<file path="config.mk">
export PLATFORM = sky130hd
export DESIGN_NAME = xor64_descrambler
export DESIGN_NICKNAME = d
export VERILOG_FILES = /design/src/rtl/xor64_descrambler.sv
export SDC_FILE = /design/constraint.sdc
export NUM_CORES = 1
export LEC_CHECK = 0
export CAP_MARGIN = 10
export CORE_MARGIN = 2
export CORE_UTILIZATION = 60
export DETAILED_ROUTE_END_ITERATION = 10
export DONT_BUFFER_PORTS = 1
export GPL_TIMING_DRIVEN = 0
export HOLD_SLACK_MARGIN = 0.05
export PLACE_DENSITY = 0.84
export SLEW_MARGIN = 5
export SYNTH_ARGS = -nofsm -noshare
export SYNTH_HDL_FRONTEND = slang
export SYNTH_SLANG_ARGS = --single-unit
</file>
<file path="constraint.sdc">
create_clock -name clk -period 1.7 [get_ports clk]
set_clock_uncertainty 0.05 [all_clocks]
set_input_delay 0.085 -clock clk [delete_from_list [all_inputs] [get_ports clk]]
set_output_delay 0.085 -clock clk [all_outputs]
set_load 0.03 [all_outputs]
</file>
<file path="src/rtl/xor64_descrambler.sv">
// Streaming 64-bit keystream descrambler: each accepted word is XORed with a
// Galois LFSR state, which then advances one step. valid/ready on both sides.
module xor64_descrambler #(
    parameter int unsigned      WIDTH    = 64,
    parameter logic [WIDTH-1:0] POLY     = 64'hD800000000000000,
    parameter logic [WIDTH-1:0] DEF_SEED = 64'h0000000000000001
) (
    input  logic                    clk,
    input  logic                    rst_n,
    input  logic                    seed_load,
    input  logic        [WIDTH-1:0] seed_in,
    input  logic                    in_valid,
    output logic                    in_ready,
    input  logic signed [WIDTH-1:0] in_data,
    output logic                    out_valid,
    input  logic                    out_ready,
    output logic signed [WIDTH-1:0] out_data,
    output logic        [15:0]      word_count,
    output logic                    OF_FLAG
);

    typedef enum logic {
        UNSEEDED = 1'b0,
        RUN      = 1'b1
    } state_t;

    state_t           state, state_next;
    logic [WIDTH-1:0] lfsr, lfsr_next;
    logic [WIDTH-1:0] lfsr_step;
    logic             accept;

    assign lfsr_step = {1'b0, lfsr[WIDTH-1:1]} ^ (lfsr[0] ? POLY : '0);

    always_ff @(posedge clk or negedge rst_n) begin
        if (!rst_n) begin
            state <= UNSEEDED;
        end else begin
            state <= state_next;
        end
    end

    // The seed load wins over an accept in the same cycle; the word waits a cycle.
    always_comb begin
        state_next = state;
        in_ready   = 1'b0;
        accept     = 1'b0;
        lfsr_next  = lfsr;
        if (state == RUN && !seed_load && (!out_valid || out_ready)) begin
            in_ready = 1'b1;
        end
        accept = in_valid && in_ready;
        if (seed_load) begin
            state_next = RUN;
            lfsr_next  = (seed_in == '0) ? DEF_SEED : seed_in;
        end else if (accept) begin
            lfsr_next = lfsr_step;
        end
    end

    always_ff @(posedge clk or negedge rst_n) begin
        if (!rst_n) begin
            lfsr       <= DEF_SEED;
            out_valid  <= 1'b0;
            out_data   <= '0;
            word_count <= '0;
        end else begin
            lfsr <= lfsr_next;
            if (accept) begin
                out_data  <= in_data ^ lfsr;
                out_valid <= 1'b1;
            end else if (out_valid && out_ready) begin
                out_valid <= 1'b0;
            end
            if (seed_load) begin
                word_count <= '0;
            end else if (accept) begin
                word_count <= word_count + 16'd1;
            end
        end
    end

    assign OF_FLAG = 1'b0;

endmodule
</file>
### Word-level counts from Yosys, hierarchy flattened

Cells that the tools add are included.

* ROM bits: 0
* word-level logic and storage cells: 27
* output and inout bits: 83
* register bits: 146
* latch bits: 0
* memories kept: 0
* memory bits (writable): 0
* input port bits: 133

* add/sub/neg operators: 1
* mux-type cells: 9
* reduce and logical (&&, ||, !) cells: 10
* shift-type cells: 0
* equal/unequal tests: 0
* div/mod/pow operators: 0
* $lt $le $gt $ge: 0
* multipliers: 0
* bitwise logic cells: 2

Operator list (count)
* $mux W64: 4
* $logic_not A64 Y1: 1
* $xor A63 B64 Y64: 1
* $xor A64 B64 Y64: 1
* $mux W16: 2
* $add A16 B1 Y16 const B: 1
* $logic_and A1 B1 Y1: 4
* $reduce_bool A2 Y1: 2
* $mux W1: 3
* $logic_not A1 Y1: 2
* $logic_or A1 B1 Y1: 1

### Logic depth before layout (Yosys ltp)

Gate-level depths: netlist of the first run.

* word-level depth: 7
* gate-level depth with buffers: 8
* mapped depth without buffers: 5

### Least setup slack after synthesis of the first run

No wires, ideal clock.

* kind: reg2reg
* start point: reg word_count[0]
* end point: reg word_count[14]
* arrival time: 1.678 ns
* slack: -0.106 ns
* required time: 1.572 ns
* setup time: 0.078 ns
* clock period less this slack: 1.806 ns
* stages on the path, launching flop included: 6
* buffers on the path: 0
* cell sequence: dfrtp_1 -> ha_1 -> and3_1 -> nand3_1 -> or4_1 -> a21oi_1

* longest elaborated chain between the ends: 3

RTL lines
* from (decl): line 18 `output logic [15:0] word_count,`
* from (signal assigned): line 77 `word_count <= word_count + 16'd1;`
* $add A16 B1 Y16: line 77
* $mux W16: line 76 `end else if (accept) begin`
* $mux W16: line 74 `if (seed_load) begin`

Every way passes these cells. The select of a mux whose other input is x is not followed.
A chain may end at the register's enable or synchronous reset.

### Worst setup path after layout of the first run

* start point: reg out_valid
* end point: reg lfsr[53]

* longest elaborated chain between the ends: 6

RTL lines
* from (decl): line 15 `output logic out_valid,`
* from (signal assigned): line 63 `out_valid <= 1'b0;`
* from (signal assigned): line 70 `out_valid <= 1'b1;`
* from (signal assigned): line 72 `out_valid <= 1'b0;`
* $logic_not A1 Y1: line 48 `if (state == RUN && !seed_load && (!out_valid || out_ready)) begin`
* $logic_or A1 B1 Y1: line 48
* $logic_and A1 B1 Y1: line 48
* $mux W1: line 48
* $logic_and A1 B1 Y1: line 51 `accept = in_valid && in_ready;`
* $reduce_bool A2 Y1 (no line)
* to (signal assigned): line 67 `lfsr <= lfsr_next;`
* to (decl): line 28 `logic [WIDTH-1:0] lfsr, lfsr_next;`

Every way passes these cells.

==> results.md, run 1 <==
* Critical Path, Cell by Cell: nand2b_4, buf_8, nand3_4, buf_12, buf_12, clkbuf_16, mux2i_1, o21ai_1
* Syn-to-layout area delta at 40.0%
* Worst-margin pin slew at 0.744 ns
* Crit share post-route at 1.07
* Reg clk slew, reported paths at 0.06 ns
* Outcome: complete, but fails checks
* Post-layout util at 0.869
* Synth top area share at 0.532
* Layout Nets at slightly below 1000
* CP arrival at ~2.1 ns
* Flop and latch count out of synthesis at between 100 and 150
* Crit end category: flop
* Worst setup margin at -0.122 ns
* Synth cell types at 38
* Die width at around 110 microns
* Drt first pass iters at 8
* CTS H-tree depth at 4
* Setup violators final at 19
* Cts bufs inserted at 17
* Tmin final at ~1.8 ns
* Fmax achieved at approximately 550 MHz
* Drt first-iter violations at just over 600
* Area of the core at 0.0110 sq mm
* Syn avg cell area at between 10 and 15 sq um
* CTS tree: built
* Site Rows at 38
* Number of global-route vias before repair at 6627
* Post-synthesis instance area at between 0.006 and 0.007 sq mm
* Critical R2R Launch: out_valid
* FFs w/ async S/R, synth at 1.00
* Area contributors post-synth: dfrtp_1 53%, o21ai_0 9.8%, mux2i_1 9.3%, xnor2_1 8.4%, nand2_1 7.4%
* Die ar. at about 0.012 sq mm
* Max_slew headroom at 0.499
* Top Ports at approximately 220
* Final Hold Vio Count at ~150
* Met2 Usage GRT at 0.643
* Met1 Use GR at 0.425
* Hold buffer count at CTS at between 100 and 150
* CTS max path bufs at 2
* PD cells at about 1100 mW/mm^2
* Remaining global-route overflow at 0
* Worst skew pair latency at roughly 0.42 ns
* Failing checks: negative hold slack, negative setup slack
* Post-synth top flop: dfrtp_1
* Final ANT Viol Nets at 0
* Setup tns final at -0.922 ns
* Vias at 6484
* Synthesized Nets at between 800 and 900
* Cell mode on critical path: buf_12
* Sequential fraction of the synthesis area at 0.536
* # port buffers at 0
* Residual DRC count at 0
* Most frequent cells in the layout: 135 x dfrtp_1, 130 x dlygate4sd3_1, 128 x nand2_1, 88 x o21ai_0, 65 x xnor2_1
* CP Launch Type: flop
* Starting Density at 0.621
* Critical path type: reg2reg
* Crit-path max FO at 7
* Synth area leader: dfrtp_1
* Reg2Reg Depth at 8
* Synth warn at 0
* Smallest hold slack at -0.692 ns
* Pleak at 4.18 nW
* R2R setup slack at -0.12 ns
* Chip height at approximately 110 microns
* Max Cap Viol at 0
* Met3 Usage GRT at 0.0960
* GRT Total Usage at 0.375
* GR peak layer: met2
* First-pass GRT wire length at between 30 and 40 mm
* Sink Count at approximately 150
* Largest net degree at the start of global routing at ~150
* Final Instance Count excl. Fillers at roughly 1000
* Initial antenna violation count at 7
* VDD IR-drop max at between 1 and 1.5 mV
* Critical Path Max Stage Delay at slightly below 0.5 ns
* WP data required at slightly below 2 ns
* Cell count after synthesis at 669
* Final wirelength at 24.9 mm
* Slowest CP cell: dfrtp_2
* EDFF count, synth at 0
* HP Class: in2async
* Global placer's final weighted congestion at between 0.9 and 1
* Commonest non-fill, non-tap cell in the layout: dfrtp_1
* Clock root buffer: clkbuf_16
* Drt via density at around 6.5
* WP buf/inv at 4
* Fill cells at slightly below 500
* DP HPWL at about 12 mm
* Proportion of layout cells with a drive suffix above 1 at 0.151
* WL per Instance at 25.0 microns
* Family with the most delay on the worst path: buffers and inverters
* Worst reg2reg endpoint: lfsr[53]
* Slew Limit Fails at 0
* Placed Cells incl. Taps at slightly above 800
* RSZ-0062 raised after global routing: true
[worst max path at each step]
stage              start       end  slack, ns  cells past startpoint
2_1_floorplan  out_valid   lfsr[0]      0.001                      6
5_1_grt        out_valid  lfsr[53]      -0.17                      8
3_3_place_gp   out_valid  lfsr[58]      -0.27                      8
6_report       out_valid  lfsr[53]      -0.12                      8
3_5_place_dp   out_valid  lfsr[58]      -0.32                      8
4_1_cts        out_valid  lfsr[58]      -0.04                      8
[final cells by class]
cell class	count	area, sq um	share of cell area
Sequential cell	146	3670	0.384
Multi-Input combinational cell	482	3220	0.337
Timing Repair Buffer	150	1530	0.161
Clock buffer	26	499	0.0523
Buffer	40	358	0.0375
Tap cell	140	175	0.0184
Clock inverter	5	75.1	0.00787
Antenna cell	7	17.5	0.00184
Inverter	1	3.75	0.000393
[layer usage]
| layer | share of wire | up-vias |
|---|---|---|
| met5 | 0 | - |
| met4 | 0.064 | 0 |
| met3 | 0.090 | 138 |
| met2 | 0.51 | 538 |
| met1 | 0.34 | 3149 |
| li1 | - | 2659 |
[synth_stat cells (5+ instances only)]
cell      count
clkbuf_1     23
nand4_1       9
nand2_1     135
buf_4         7
o21ai_0     133
xnor2_1      65
a21oi_1      10
nor2_1        5
mux2i_1      63
dfrtp_1     145
xor2_1        6
nor4_1       17
buf_2         8
[registers in the layout (all words and copies together) (netlist names)]
| signal | count |
|---|---|
| state | 1 |
| out_data | 64 |
| out_valid | 1 |
| lfsr | 64 |
| word_count | 16 |
[per-stage QoR]
step	setup WS (ns)	cell area, sq um	total power [mW]
floorplan	0.00108	6830	5.84
CTS	-0.0389	9010	10.1
finish	-0.122	9540	10.6
global route	-0.170	9540	10.9
detailed placement	-0.320	7000	6.16
global placement	-0.269	7000	6.08
[cell families after synthesis]
family,Yosys count,share of synthesized area
fa+ha+maj,1,0.00184
simple gates,196,0.134
mux,64,0.0942
flops,146,0.536
buf+inv,42,0.0308
other cells,1,0.000550
compound gates,148,0.111
xor+xnor,71,0.0912
[where the power goes]
part	switching (mW)	leakage [nW]	total [mW]	internal (mW)
Combinational	0.824	2.10	1.66	0.834
Clock	1.42	0.284	3.73	2.30
Sequential	1.25	1.80	5.23	3.98
Total	3.50	4.18	10.6	7.11
[what timing repair did]
item                                   CTS  global route
endpoints found under the hold margin  276           146
buffers inserted                         6            10
gates resized for setup                 26           133
pin swaps                                7            11
cloned                                   0             5
setup endpoints to repair              137           135
Power figures use the tool's default switching activity.
==> inputs of run 2 (changes only) <==
--- a/config.mk
+++ b/config.mk
@@ -7,12 +7,12 @@
 export LEC_CHECK = 0
 export CAP_MARGIN = 10
 export CORE_MARGIN = 2
-export CORE_UTILIZATION = 60
+export CORE_UTILIZATION = 63
 export DETAILED_ROUTE_END_ITERATION = 10
 export DONT_BUFFER_PORTS = 1
 export GPL_TIMING_DRIVEN = 0
 export HOLD_SLACK_MARGIN = 0.05
-export PLACE_DENSITY = 0.84
+export PLACE_DENSITY = 0.87
 export SLEW_MARGIN = 5
 export SYNTH_ARGS = -nofsm -noshare
 export SYNTH_HDL_FRONTEND = slang
==> run 2 against run 1 <==
The flow still finishes with violations (negative hold slack, negative setup slack); clock-buffer cell count fell by 4; worst setup slack got worse by 0.059 ns; combinational power rose by 11%; global-route usage rose by 5.0 points; critical endpoint is now lfsr[1].
==> results.md, run 2 (same netlist as run 1, synthesis figures left out) <==
* Pleak at 4.28 nW (was 4.18 nW)
* Max Cap Viol at 0 (unchanged)
* Number of global-route vias before repair at 6920 (was 6627)
* Reg clk slew, reported paths at 0.06 ns (about the same)
* HP Class: in2async (unchanged)
* Critical path type: reg2reg (unchanged)
* Crit share post-route at 1.11 (was 1.07)
* Largest regs: lfsr x64, out_data x64, word_count x16 (unchanged)
* Residual DRC count at 0 (unchanged)
* Layout Nets at 978 (was 972)
* Remaining global-route overflow at 0 (unchanged)
* DP HPWL at 12.5 mm (was 12.4 mm)
* Setup tns final at -4.30 ns (was -0.922 ns)
* Power Total at 11.0 mW (was 10.6 mW)
* WP data required at 2.05 ns (was 1.93 ns)
* Worst setup margin at -0.181 ns (was -0.122 ns)
* Area of the core at 0.0104 sq mm (was 0.0110 sq mm)
* Fmax achieved at 532 MHz (was 549 MHz)
* GRT Total Usage at 0.425 (was 0.375)
* Commonest non-fill, non-tap cell in the layout: dfrtp_1 (unchanged)
* Largest net degree at the start of global routing at 147 (unchanged)
* Outcome: complete, but fails checks (unchanged)
* Final ANT Viol Nets at 0 (unchanged)
* Storage cell area at 0.00367 sq mm (unchanged)
* PD cells at 1120 mW/mm^2 (was 1110 mW/mm^2)
* Failing checks: negative hold slack, negative setup slack (unchanged)
* Die width at 108 microns (was 111 microns)
* CTS tree: built (unchanged)
* Die ar. at 0.0117 sq mm (was 0.0122 sq mm)
* Global placer's final weighted congestion at 0.899 (was 0.945)
* CTS H-tree depth at 4 (unchanged)
* WL per Instance at 28.1 microns (was 25.0 microns)
* Max_slew headroom at 0.503 (was 0.499)
* Sink Count at 146 (unchanged)
* Crit-path max FO at 6 (was 7)
* Critical Path, Cell by Cell: nand2b_4, nand3_4, buf_12, buf_16, mux2i_1, o21ai_0 (was nand2b_4, buf_8, nand3_4, buf_12, buf_12, clkbuf_16, mux2i_1, o21ai_1)
* Cts bufs inserted at 17 (unchanged)
* Syn-to-layout area delta at 43.6% (was 40.0%)
* Crit end category: flop (unchanged)
* Setup violators final at 65 (was 19)
* Worst-margin pin slew at 0.746 ns (was 0.744 ns)
* Final wirelength at 28.1 mm (was 24.9 mm)
* CP arrival at 2.24 ns (was 2.05 ns)
* Vias at 6909 (was 6484)
* Drt first pass iters at 6 (was 8)
* Drt first-iter violations at 758 (was 606)
* Fill cells at 317 (was 484)
* First-pass GRT wire length at 36.8 mm (was 35.8 mm)
* CP Launch Type: flop (unchanged)
* Drt via density at 6.92 (was 6.50)
* Top Ports at 216 (unchanged)
* Tmin final at 1.88 ns (was 1.82 ns)
* Smallest hold slack at -0.823 ns (was -0.692 ns)
* RSZ-0062 raised after global routing: true (unchanged)
* Proportion of layout cells with a drive suffix above 1 at 0.183 (was 0.151)
* Worst skew pair latency at 0.55 ns (was 0.42 ns)
* # port buffers at 0 (unchanged)
* Critical Path Max Stage Delay at 0.50 ns (was 0.49 ns)
* Slowest CP cell: dfrtp_2 (unchanged)
* Site Rows at 37 (was 38)
* Clock root buffer: clkbuf_8 (was clkbuf_16)
* Starting Density at 0.654 (was 0.621)
* Final Hold Vio Count at 146 (unchanged)
* Multi-input gate area at 0.00332 sq mm (was 0.00322 sq mm)
* Most frequent cells in the layout: 135 x dfrtp_1, 132 x dlygate4sd3_1, 127 x nand2_1, 65 x xnor2_1, 63 x o21ai_1 (was 135 x dfrtp_1, 130 x dlygate4sd3_1, 128 x nand2_1, 88 x o21ai_0, 65 x xnor2_1)
* VDD IR-drop max at 0.899 mV (was 1.12 mV)
* Initial antenna violation count at 3 (was 7)
* CTS max path bufs at 2 (unchanged)
* Slew Limit Fails at 0 (unchanged)
* Chip height at 108 microns (was 111 microns)
[run 2: cell count changes in the layout (fill, tap and decap cells not counted), sizes merged]
cell and delta:
buf +9, clkbuf -9, clkinvlp +3, dlygate4sd3 +2, bufinv +1, diode -1, nand3 -1, nand4 +1
[run 2: path summary, 6_finish.rpt]
path / end / startpoint / slack, ns / depth (start not counted)
min in group clk: lfsr[57] / seed_in[57] / 0.21 / 3
hold reg to reg: state / state / 0.47 / 1
hold / removal: out_data[60] / rst_n / -0.82 / 0
setup reg to reg: lfsr[1] / out_valid / -0.18 / 6
max in group asynchronous: word_count[10] / rst_n / 2.13 / 0
setup / recovery: lfsr[1] / out_valid / -0.18 / 6
[run 2: area by class of cell]
cell class,count,area share
Inverter,1,0.000384
Buffer,36,0.0332
Tap cell,136,0.0174
Timing Repair Buffer,160,0.173
Antenna cell,6,0.00153
Clock inverter,9,0.0134
Multi-Input combinational cell,482,0.339
Clock buffer,22,0.0473
Sequential cell,146,0.375
[run 2: stage by stage]
stage	utilization	setup WS [ns]	hold WS (ns)	cell area [sq um]	std cells
global route	0.939	-0.210	-0.833	9780	995
detailed placement	0.672	-0.371	-0.256	7000	805
CTS	0.898	-0.0889	-0.820	9360	987
global placement	0.672	-0.277	-0.257	7000	805
floorplan	-	0.00108	-0.261	6830	669
finish	0.939	-0.181	-0.823	9780	998
[run 2: what timing repair did]
action / CTS / global route
hold buffers: 131 / 1
resized for setup: 78 / 142
pin swaps: 5 / 24
buffers inserted: 14 / 8
setup endpoints to repair: 136 / 142
endpoints found under the hold margin: 284 / 157
cloned: 6 / 1
[run 2: power by group]
part / leakage, nW / switching [mW] / internal, mW
Combinational: 2.19 / 0.949 / 0.889
Clock: 0.283 / 1.52 / 2.34
Sequential: 1.80 / 1.29 / 3.97
Total: 4.28 / 3.76 / 7.21
[run 2: per-layer routing]
metal / GRT usage / up-vias / routed length, microns
li1: - / 2683 / -
met1: 0.475 / 3292 / 9080
met2: 0.709 / 681 / 13400
met3: 0.117 / 253 / 3120
met4: 0.289 / 0 / 2510
met5: 0 / - / 0
[run 2: critical path, delay by kind of cell, from the launching register on]
kind                   cells  cell delay (ns)
AO/OA/AOI/OAI              1             0.34
buffers and inverters      2             0.36
flip-flops                 1             0.50
multiplexers               1             0.13
AND/OR/NAND/NOR            2             0.35
==> inputs of run 3 (changes only) <==
--- a/config.mk
+++ b/config.mk
@@ -7,12 +7,12 @@
 export LEC_CHECK = 0
 export CAP_MARGIN = 10
 export CORE_MARGIN = 2
-export CORE_UTILIZATION = 63
+export CORE_UTILIZATION = 65
 export DETAILED_ROUTE_END_ITERATION = 10
 export DONT_BUFFER_PORTS = 1
 export GPL_TIMING_DRIVEN = 0
 export HOLD_SLACK_MARGIN = 0.05
-export PLACE_DENSITY = 0.87
+export PLACE_DENSITY = 0.89
 export SLEW_MARGIN = 5
 export SYNTH_ARGS = -nofsm -noshare
 export SYNTH_HDL_FRONTEND = slang
==> constraint.sdc (replaced) <==
create_clock -name clk -period 2.3 [get_ports clk]
set_clock_uncertainty 0.05 [all_clocks]
set_input_delay 0.115 -clock clk [delete_from_list [all_inputs] [get_ports clk]]
set_output_delay 0.115 -clock clk [all_outputs]
set_load 0.03 [all_outputs]
==> run 3 against run 2 <==
The run ends with negative hold slack left; die area down 3.0%; final cell count down 2.4%; register-to-register slack better by 0.31 ns; critical path depth up 1; clock power down 17%; sequential power down 27%; largest cell class unchanged; largest power group unchanged.
==> results.md, run 3 (same netlist as run 1, synthesis figures left out) <==
* Slew Limit Fails at 0 (unchanged)
* Starting Density at 0.666 (was 0.654)
* Residual DRC count at 0 (unchanged)
* Final wirelength at 23.3 mm (was 28.1 mm)
* Reg2Reg Depth at 7 (was 6)
* Commonest non-fill, non-tap cell in the layout: dfrtp_1 (unchanged)
* Tmin final at 2.17 ns (was 1.88 ns)
* Failing checks: negative hold slack (was negative hold slack, negative setup slack)
* Worst-margin pin slew at 0.624 ns (was 0.746 ns)
* Largest regs: lfsr x64, out_data x64, word_count x16 (unchanged)
* CP Launch Type: flop (unchanged)
* VDD IR-drop max at 0.588 mV (was 0.899 mV)
* Clock root buffer: clkbuf_8 (unchanged)
* Critical path type: reg2reg (unchanged)
* Chip height at 106 microns (was 108 microns)
* Cts bufs inserted at 17 (unchanged)
* Crit end category: flop (unchanged)
* Site Rows at 37 (unchanged)
* Drt first pass iters at 6 (unchanged)
* CP arrival at 2.48 ns (was 2.24 ns)
* Largest net degree at the start of global routing at 147 (unchanged)
* Die ar. at 0.0113 sq mm (was 0.0117 sq mm)
* Max Cap Viol at 0 (unchanged)
* Most frequent cells in the layout: 145 x dfrtp_1, 135 x nand2_1, 133 x o21ai_0, 131 x dlygate4sd3_1, 65 x xnor2_1 (was 135 x dfrtp_1, 132 x dlygate4sd3_1, 127 x nand2_1, 65 x xnor2_1, 63 x o21ai_1)
* WL per Instance at 23.9 microns (was 28.1 microns)
* GRT Total Usage at 0.419 (was 0.425)
* Setup tns final at 0 ns (was -4.30 ns)
* Crit share post-route at 0.943 (was 1.11)
* CTS tree: built (unchanged)
* Worst reg2reg endpoint: lfsr[34] (was lfsr[1])
* Initial antenna violation count at 6 (was 3)
* Sink Count at 146 (unchanged)
* RSZ-0062 raised after global routing: false (was true)
* CTS H-tree depth at 4 (unchanged)
* R2R setup slack at 0.13 ns (was -0.18 ns)
* Final Hold Vio Count at 146 (unchanged)
* Setup violators final at 0 (was 65)
* Worst setup endpoint: lfsr[34] (was lfsr[1])
* Worst skew pair latency at 0.54 ns (was 0.55 ns)
* CTS max path bufs at 2 (unchanged)
* Max_slew headroom at 0.580 (was 0.503)
* Post-layout util at 0.879 (was 0.939)
* Fill cells at 440 (was 317)
* Critical Path Start: out_valid (unchanged)
* Crit-path max FO at 10 (was 6)
* Global placer's final weighted congestion at 0.895 (was 0.899)
* HP Class: in2async (unchanged)
* Drt via density at 6.57 (was 6.92)
* First-pass GRT wire length at 35.7 mm (was 36.8 mm)
* Drt first-iter violations at 631 (was 758)
* Remaining global-route overflow at 0 (unchanged)
* Outcome: complete, but fails checks (unchanged)
* Proportion of layout cells with a drive suffix above 1 at 0.0685 (was 0.183)
* DP HPWL at 12.5 mm (about the same)
* WP data required at 2.61 ns (was 2.05 ns)
* Area of the core at 0.0102 sq mm (was 0.0104 sq mm)
* Layout Nets at 953 (was 978)
* Final ANT Viol Nets at 0 (unchanged)
* Number of global-route vias before repair at 6646 (was 6920)
* Critical R2R Launch: out_valid (unchanged)
* # port buffers at 0 (unchanged)
* Setup Buffers After CTS at 0 (was 14)
* Smallest hold slack at -0.769 ns (was -0.823 ns)
* Top Ports at 216 (unchanged)
* Reg clk slew, reported paths at 0.06 ns (about the same)
* Post_cts resized at 0 (was 78)
* Syn-to-layout area delta at 31.9% (was 43.6%)
* Hold buffer count at CTS at 131 (unchanged)
* PD cells at 900 mW/mm^2 (was 1120 mW/mm^2)
* Pleak at 4.06 nW (was 4.28 nW)
* Fmax achieved at 461 MHz (was 532 MHz)
* Die width at 106 microns (was 108 microns)
* Vias at 6397 (was 6909)
run 3: changes by cell type in the layout (fill, tap and decap cells not counted), sizes merged, moves of 2 or more:
cell / before / now
clkinv: 3 / 1
clkinvlp: 3 / 1
buf: 43 / 17
bufinv: 3 / 6
clkbuf: 43 / 48
run 3: how the worst min path moves through the flow:
stage,from,to,slack [ns],cells after the start
4_1_cts,rst_n,out_data[43],-0.78,0
3_5_place_dp,rst_n,out_data[58],-0.23,0
6_report,rst_n,out_data[58],-0.77,0
2_1_floorplan,rst_n,lfsr[10],-0.23,0
3_3_place_gp,rst_n,out_data[57],-0.23,0
5_1_grt,rst_n,out_data[59],-0.80,0
run 3: routing by layer:
| layer | routed length (microns) | vias up | track usage |
|---|---|---|---|
| li1 | - | 2611 | - |
| met1 | 8020 | 3067 | 0.473 |
| met2 | 11500 | 571 | 0.707 |
| met3 | 2330 | 148 | 0.115 |
| met4 | 1450 | 0 | 0.257 |
| met5 | 0 | - | 0 |
run 3: per-stage QoR:
stage          std cells  total power [mW]  worst slack, ns  hold slack, ns  instance area, sq um
3_3_place_gp         805              4.49            0.323          -0.227                  6990
3_5_place_dp         805              4.56            0.225          -0.228                  6990
2_1_floorplan        669              4.32            0.494          -0.231                  6820
5_1_grt              973              8.29           0.0754          -0.795                  8990
4_1_cts              968              7.89            0.208          -0.783                  8970
6_report             974              8.09            0.132          -0.769                  8990
run 3: worst max-delay path, stage by stage (launching register included):
cell and delay (ns):
dfrtp_1 0.54, nand2b_1 0.09, clkbuf_2 0.19, nand3_2 0.15, buf_4 0.22, buf_4 0.26, mux2i_1 0.33, o21ai_0 0.18
run 3: where the power goes:
group	total (mW)	internal (mW)	leakage (nW)	switching, mW
logic	1.07	0.504	1.92	0.561
registers	3.83	2.94	1.82	0.896
clock network	3.19	2.10	0.326	1.09
total	8.09	5.54	4.06	2.55
run 3: area by class of cell:
cell class | count | area [sq um] | area share
Sequential cell | 146 | 3650 | 0.407
Multi-Input combinational cell | 481 | 2950 | 0.328
Timing Repair Buffer | 131 | 1310 | 0.146
Clock buffer | 24 | 480 | 0.0535
Buffer | 41 | 206 | 0.0230
Clock inverter | 8 | 196 | 0.0219
Tap cell | 136 | 170 | 0.0189
Antenna cell | 6 | 15.0 | 0.00167
Inverter | 1 | 3.75 | 0.000418
